`src/rtl/lights_phase_scheduler.sv`:
```
// lights_phase_scheduler: timed two-road phase scheduler with min/max green,
//   yellow and all-red clearance, latched pedestrian walk phase and parade hold on B.
// Latency: Moore outputs, one state register; a timed phase of D cycles exits on
//   the edge where cnt==D-1. There is no backpressure: inputs are sampled every cycle.
// Ports: lights_clk/lights_rstn (async active-low), TA/TB traffic sensors,
//   lights_M parade hold on B, ped_req pedestrian button; LA/LB lamp codes
//   (00 green, 01 yellow, 11 red), ped_walk, phase (state code).
// Build option: define LIGHTS_SCHED_EMERG_EN to add input emerg_a (road-A preemption).
module lights_phase_scheduler #(
  parameter int CNT_W     = 5,
  parameter int MIN_GREEN = 4,
  parameter int MAX_GREEN = 12,
  parameter int YELLOW_T  = 2,
  parameter int ALLRED_T  = 1,
  parameter int WALK_T    = 6
) (
  input  logic       lights_clk,
  input  logic       lights_rstn,
  input  logic       TA,
  input  logic       TB,
  input  logic       lights_M,
  input  logic       ped_req,
`ifdef LIGHTS_SCHED_EMERG_EN
  input  logic       emerg_a,
`endif
  output logic [1:0] LA,
  output logic [1:0] LB,
  output logic       ped_walk,
  output logic [2:0] phase
);

  localparam logic [2:0] AG = 3'd0;
  localparam logic [2:0] AY = 3'd1;
  localparam logic [2:0] AR = 3'd2;
  localparam logic [2:0] BG = 3'd3;
  localparam logic [2:0] BY = 3'd4;
  localparam logic [2:0] BR = 3'd5;
  localparam logic [2:0] PW = 3'd6;

  localparam logic [1:0] GREEN  = 2'b00;
  localparam logic [1:0] YELLOW = 2'b01;
  localparam logic [1:0] RED    = 2'b11;

  // Last count value of each timed interval.
  localparam logic [CNT_W-1:0] MIN_LAST  = CNT_W'(MIN_GREEN - 1);
  localparam logic [CNT_W-1:0] MAX_LAST  = CNT_W'(MAX_GREEN - 1);
  localparam logic [CNT_W-1:0] YEL_LAST  = CNT_W'(YELLOW_T - 1);
  localparam logic [CNT_W-1:0] RED_LAST  = CNT_W'(ALLRED_T - 1);
  localparam logic [CNT_W-1:0] WALK_LAST = CNT_W'(WALK_T - 1);

  // dir_next: 1 = B is the next road to get green after a walk phase, 0 = A.
  logic [2:0]       state;
  logic [2:0]       state_nxt;
  logic [CNT_W-1:0] cnt;
  logic             ped_pend;
  logic             dir_next;
  logic             emerg;
  logic             demand_a;
  logic             demand_b;
  logic             state_chg;

`ifdef LIGHTS_SCHED_EMERG_EN
  assign emerg = emerg_a;
`else
  assign emerg = 1'b0;
`endif

  assign demand_b  = TB | lights_M | ped_pend;
  assign demand_a  = TA | ped_pend;
  assign state_chg = (state_nxt != state);

  always_comb begin
    state_nxt = state;
    case (state)
      // Competing traffic on A keeps A green until the max-green timeout.
      AG: if (!emerg && cnt >= MIN_LAST && demand_b && (!TA || cnt == MAX_LAST))
            state_nxt = AY;
      AY: if (cnt == YEL_LAST) state_nxt = AR;
      // Emergency preemption skips the walk phase; the request stays latched.
      AR: if (cnt == RED_LAST) state_nxt = (ped_pend && !emerg) ? PW : BG;
      // Parade mode pins B green; cnt saturates meanwhile, so release is immediate.
      BG: if (emerg ||
              (cnt >= MIN_LAST && !lights_M && demand_a && (!TB || cnt == MAX_LAST)))
            state_nxt = BY;
      BY: if (cnt == YEL_LAST) state_nxt = BR;
      BR: if (cnt == RED_LAST) state_nxt = (ped_pend && !emerg) ? PW : AG;
      PW: if (cnt == WALK_LAST) state_nxt = dir_next ? BG : AG;
      default: state_nxt = AG;  // unused code 7
    endcase
  end

  always_ff @(posedge lights_clk or negedge lights_rstn) begin
    if (!lights_rstn) begin
      state    <= AG;
      cnt      <= '0;
      ped_pend <= 1'b0;
      dir_next <= 1'b1;
    end else begin
      state <= state_nxt;

      if (state_chg)
        cnt <= '0;
      else if (cnt < MAX_LAST)
        cnt <= cnt + 1'b1;

      // Entry to PW clears the latch even if the button is pressed that cycle.
      if (state_chg && state_nxt == PW)
        ped_pend <= 1'b0;
      else if (ped_req && state != PW)
        ped_pend <= 1'b1;

      if (state == AR && state_chg)
        dir_next <= 1'b1;
      else if (state == BR && state_chg)
        dir_next <= 1'b0;
    end
  end

  always_comb begin
    LA       = (state == AG) ? GREEN : (state == AY) ? YELLOW : RED;
    LB       = (state == BG) ? GREEN : (state == BY) ? YELLOW : RED;
    ped_walk = (state == PW);
    phase    = state;
  end

endmodule

```
`config.mk`:
```
export PLATFORM = sky130hd
export DESIGN_NAME = lights_phase_scheduler
export DESIGN_NICKNAME = d
export VERILOG_FILES = /design/src/rtl/lights_phase_scheduler.sv
export SDC_FILE = /design/constraint.sdc
export NUM_CORES = 1
export LEC_CHECK = 0
export CAP_MARGIN = 25
export CORE_ASPECT_RATIO = 1.25
export CORE_MARGIN = 2
export CORE_UTILIZATION = 39
export CTS_CLUSTER_DIAMETER = 150
export DETAILED_ROUTE_END_ITERATION = 7
export GPL_TIMING_DRIVEN = 1
export PLACE_DENSITY_LB_ADDON = 0.05
export SLEW_MARGIN = 20
export SYNTH_ARGS = -nofsm -noshare
export SYNTH_HDL_FRONTEND = slang
export SYNTH_SLANG_ARGS = --single-unit
```
`constraint.sdc`:
```
create_clock -name lights_clk -period 3.4 [get_ports lights_clk]
set_input_delay 1.02 -clock lights_clk [delete_from_list [all_inputs] [get_ports lights_clk]]
set_output_delay 1.02 -clock lights_clk [all_outputs]
set_load 0.005 [all_outputs]
```
==> Word level (Yosys, flattened, before mapping) <==
Index checks and enable logic that the tools add are counted.
{ "totals": {"word_cells": 62, "regBits": 10, "inputBits": 6} }
{ "classes": {"n_eq_ne": 12, "n_addsub": 1, "n_reduce_logical": 19, "bitwise_logic": 3, "magnitude_cmp": 2, "mux": 21} }
{ "op_table": {"columns": ["op", "n"], "rows": [
  ["$mux 3", 9],
  ["$pmux 3 s7", 1],
  ["$eq 3x3->1 const B", 4],
  ["$mux 2", 5],
  ["$mux 5", 2],
  ["$logic_and 1x1->1", 9],
  ["$eq 3x2->1 const B", 2],
  ["$reduce_bool 2->1", 3],
  ["$add 5x1->5 const B", 1],
  ["$eq 5x1->1 const B", 1],
  ["$eq 5x3->1 const B", 1],
  ["$eq 5x4->1 const B", 1],
  ["$ge 5x2->1 const B", 1],
  ["$logic_not 5->1", 1],
  ["$lt 5x4->1 const B", 1],
  ["$mux 1", 4],
  ["$eq 3x1->1 const B", 1],
  ["$logic_not 1->1", 3],
  ["$logic_not 3->1", 1],
  ["$ne 3x3->1", 1],
  ["$ne 3x3->1 const B", 1],
  ["$or 1x1->1", 3],
  ["$logic_or 1x1->1", 2]
]} }

==> Longest topological paths before layout <==
{ "logic_depth": {"word_depth": 10, "ltp_mapped": 8, "ltp_nobuf": 7} }

==> Worst setup path before layout <==
No wires, ideal clock.
{ "synth_timing": {"path_kind": "input to register", "start": "input port lights_M", "end": "register cnt[0]", "path_slack_ps": 1150, "stages": 5, "setup_time_ps": 94, "required_ps": 3306, "n_path_buf": 0, "t_arrival_ps": 2156, "path_cell_list": "o21bai_1 > a221oi_2 > o32ai_1 > or3_4 > a211oi_1"} }
{ "synth_between": {"elab_chain_len": 8, "word_cells_on_any_way": 14, "cone_classes": "1 x eq/ne; 4 x mux; 2 x bitwise; 7 x reduce/logical"} }
{ "synth_rtl": {"columns": ["item", "line", "text"], "rows": [
  ["start, declared", "21", "input logic lights_M,"],
  ["$or 1x1->1 / $logic_not 1->1 (equally long branches)", "68, 83", null],
  ["$or 1x1->1 / $logic_and 1x1->1 (equally long branches)", "68, 83", null],
  ["$logic_and 1x1->1, on equally long branches (2 in series)", "76, 83", null],
  ["$mux 3, on equally long branches", "76, 82", null],
  ["$pmux 3 s7 (*)", "74", "case (state)"],
  ["$ne 3x3->1 (*)", "70", "assign state_chg = (state_nxt != state);"],
  ["$mux 5 / $reduce_bool 2->1 (equally long branches)", null, null],
  ["end signal, assigned", "104", "cnt <= cnt + 1'b1;"],
  ["end, declared", "54", "logic [CNT_W-1:0] cnt;"]
]} }
Every way passes the cells marked *; elsewhere a longest branch is shown, timed or not.
A chain may end at the register's enable or synchronous reset.

==> Final worst setup path <==
{ "layout_timing": {"start": "register state[0], in the netlist phase[0]", "end": "output port LB[1]"} }
{ "layout_between": {"elab_chain_len": 3, "word_cells_on_any_way": 4, "cone_classes": "2 x eq/ne; 2 x mux"} }
{ "layout_rtl": {"columns": ["item", "line", "text"], "rows": [
  ["start, declared", "52", "logic [2:0] state;"],
  ["start signal, assigned", "99", "state <= state_nxt;"],
  ["$eq 3x3->1", "121", "LB = (state == BG) ? GREEN : (state == BY) ? YELLOW : RED;"],
  ["$mux 2", "121", null],
  ["$mux 2 (*)", "121", null],
  ["end, declared", "27", "output logic [1:0] LB,"]
]} }
Marks and branches as above.

==> results.md <==
* Reg power frac at 0.297
* Leakage power at 0.3965 nW
* Htree depth at 1
* Critical path capture point type: output pin
* Post-Syn Nets at 104
* Clk sinks at 10
* Clock Latency Late Sink at 0.26 ns
* CP cell instances: nand3b_1 > a21boi_0 > clkdlybuf4s50_1
* Die X at 44.91 um
* Setup TNS at 0 ns
* Dpl hpwl at 1406 um
* CTS resizes at 0
* Synth cell count leaders: 9 x dfrtp_1, 8 x a21oi_1, 6 x a211oi_1, 6 x inv_1
* Max-cap viol count at 0
* Number of flops mapped to enable cells by yosys at 0
* WHS at 0.5246 ns
* Top cell type by total area after synthesis: dfrtp_1
* DR WL/cell at 14.50 um
* CTS Buffer Depth at 2
* TritonCTS clock tree: done
* Initial core utilization at 0.4116
* Largest net degree at the start of global routing at 21
* Syn-to-layout area delta at 20.09%
* Max-slew violations at 0
* Die span in y at 55.14 um
* Post-CTS setup buffer count at 0
* Worst path buffer plus inverter count at 1
* DR vias/cell at 5.843
* CP peak stage delay at 0.72 ns
* Final hold vios at 0
* Min-delay worst type: register to register
* Min Clock Period, post-route at 2.887 ns
* Antenna Diode Count at 0
* Async SR Flop Fraction at 1.000
* Number of antenna violations at the first check in global routing at 0
* Syn Inst Count at 95
* Sequential area share after synthesis at 0.3083
* Switching part of the total at 0.4305
* Peak VDD IR at 0.3985 mV
* Die area at 0.002476 sq mm
* Logic pwr share at 0.599
* Rel. slew slack at 0.5652
* Core ar. at 0.001982 sq mm
* Worst-path fanout max at 20
* Post-route DRC at 0
* CP max-delay cell: dfrtp_1
* Status: finished clean
* Synthesis Warnings at 0
* Final Cycle Share at 0.8491
* Cell family with most CP delay: flip-flops
* Nets@finish at 117
* Wirelength, routed at 1841 um
* GRT Total Usage at 0.1796
* Most common cell in the netlist: dfrtp_1
* P_int at 453.9 uW
* Vias at 742
* RSZ-0062 raised after global routing: false
* IO buf count at 13
* Initial DRC count at 6
* Yosys top cell area share at 0.2761
* Num CTS Buffers at 3
* Kind of critical path: register to output pin
* P_sw at 343.1 uW
* Clk root buf: clkbuf_4
* Ports at 14
* Top cells by area, synth: dfrtp_1 28%, a211oi_1 5.5%, a21oi_1 4.9%
* Rows at 18
* Cell Area, Synth at 815.8 sq um
* Final setup viols at 0
* CP Data Arrival Time at 1.87 ns
* Vias in the first global route at 726
* Synth cell types at 44
* GR Overflow Total at 0
* CP Launch Type: register
* Max Freq at 346.4 MHz
* Clock Power Share at 0.104
* DRT antenna net count at 0
* Power per cell area at 813.5 mW/mm^2
* Post-synthesis register bit count at 10
* Clk pin slew, worst setup/hold paths at 0.07 ns
* Synth Flop Type: dfrtp_1
* Detailed Routing Iterations Pass 1 at 4
* Layout cells sized above 1 at 0.1215
* # hold bufs at CTS at 0
* Least-Margin Pin Slew at 0.6357 ns
* Routability cong. at 0.7122
* Skew final at 0.005617 ns
* First-pass GRT wire length at 3243 um
* CP Data Required Time at 2.38 ns
* Synthesized area per cell at 8.587 sq um
==> routing by layer <==
metal  GRT usage  up-vias  wire length (um)
li1            -      386                 -
met1      0.2390      344               891
met2      0.3019       10               888
met3     0.01299        2                44
met4     0.07353        0                16
met5           0        -                 0
==> power by group through the flow <==
stage | clock, mW | combinational [mW] | sequential (mW)
4_1_cts | 0.0864 | 0.482 | 0.236
3_3_place_gp | 0 | 0.474 | 0.240
2_1_floorplan | 0 | 0.359 | 0.195
5_1_grt | 0.0931 | 0.539 | 0.250
3_5_place_dp | 0 | 0.480 | 0.238
6_report | 0.0827 | 0.477 | 0.237
==> cell families (layout without fill, tap and decap cells) <==
family | count (synthesis) | in the layout | synth area share
compound gates | 38 | 38 | 0.3390
xor+xnor | 2 | 2 | 0.02148
fa+ha+maj | 3 | 3 | 0.04602
buf+inv | 12 | 24 | 0.05829
flops | 10 | 10 | 0.3083
simple gates | 30 | 30 | 0.2270
==> registers in the layout, summed over array words and instances (netlist names) <==
name and flops:
phase 3, cnt 5, dir_next 1, ped_pend 1
==> worst register-to-register path, cell delays in order (launching register included) <==
cell,delay (ns)
dfrtp_1,0.42
inv_1,0.11
ha_1,0.21
nor4bb_1,0.54
a32o_1,0.24
a22o_1,0.20
o21ai_1,0.17
a211oi_1,0.28
==> per-stage QoR <==
stage / total power, mW / utilization / area, sq um / worst slack, ns / instances
after global placement: 0.7139 / 0.4811 / 953.4 / 0.5016 / 123
after CTS: 0.8042 / 0.4943 / 979.7 / 0.4991 / 127
after detailed placement: 0.7180 / 0.4811 / 953.4 / 0.4777 / 123
after global routing: 0.8825 / 0.4943 / 979.7 / 0.3592 / 127
final: 0.7970 / 0.4943 / 979.7 / 0.5129 / 127
after floorplan: 0.5536 / - / 815.8 / 1.150 / 95
==> cell usage in the layout (no fill, tap or decap), drive strengths merged, types with 2 or more instances in the layout <==
master	Yosys	final
a41oi	3	3
clkdlybuf4s50	0	13
inv	6	6
nor3	2	2
or2	2	2
a211oi	6	6
dfrtp	9	9
nand3	3	3
a21o	3	3
a31o	2	2
nand2b	3	3
ha	3	3
o21ai	5	5
a21oi	8	8
nand3b	2	2
or3	3	3
nand2	5	5
nor2	4	4
clkbuf	2	4
==> cell type report <==
type	instances	area, sq um
fill	199	1002
multi-input combinational	73	516.7
sequential	10	251.5
timing repair buffer	14	137.6
clock buffer	4	26.28
tap	20	25.02
inverter	6	22.52
==> final timing paths <==
kind / cells past startpoint / end / startpoint / slack (ns)
worst max-delay path: 3 / LB[1] / phase[0]$_DFF_PN0_ / 0.51
max in group asynchronous: 1 / dir_next$_DFFE_PN1P_ / lights_rstn / 1.98
min in group asynchronous: 1 / phase[0]$_DFF_PN0_ / lights_rstn / 1.08
worst min register to register: 2 / dir_next$_DFFE_PN1P_ / dir_next$_DFFE_PN1P_ / 0.52
worst max register to register: 7 / cnt[2]$_DFFE_PN0P_ / cnt[1]$_DFFE_PN0P_ / 1.14
worst min-delay path: 2 / dir_next$_DFFE_PN1P_ / dir_next$_DFFE_PN1P_ / 0.52
(Power assumes the default switching activity.)
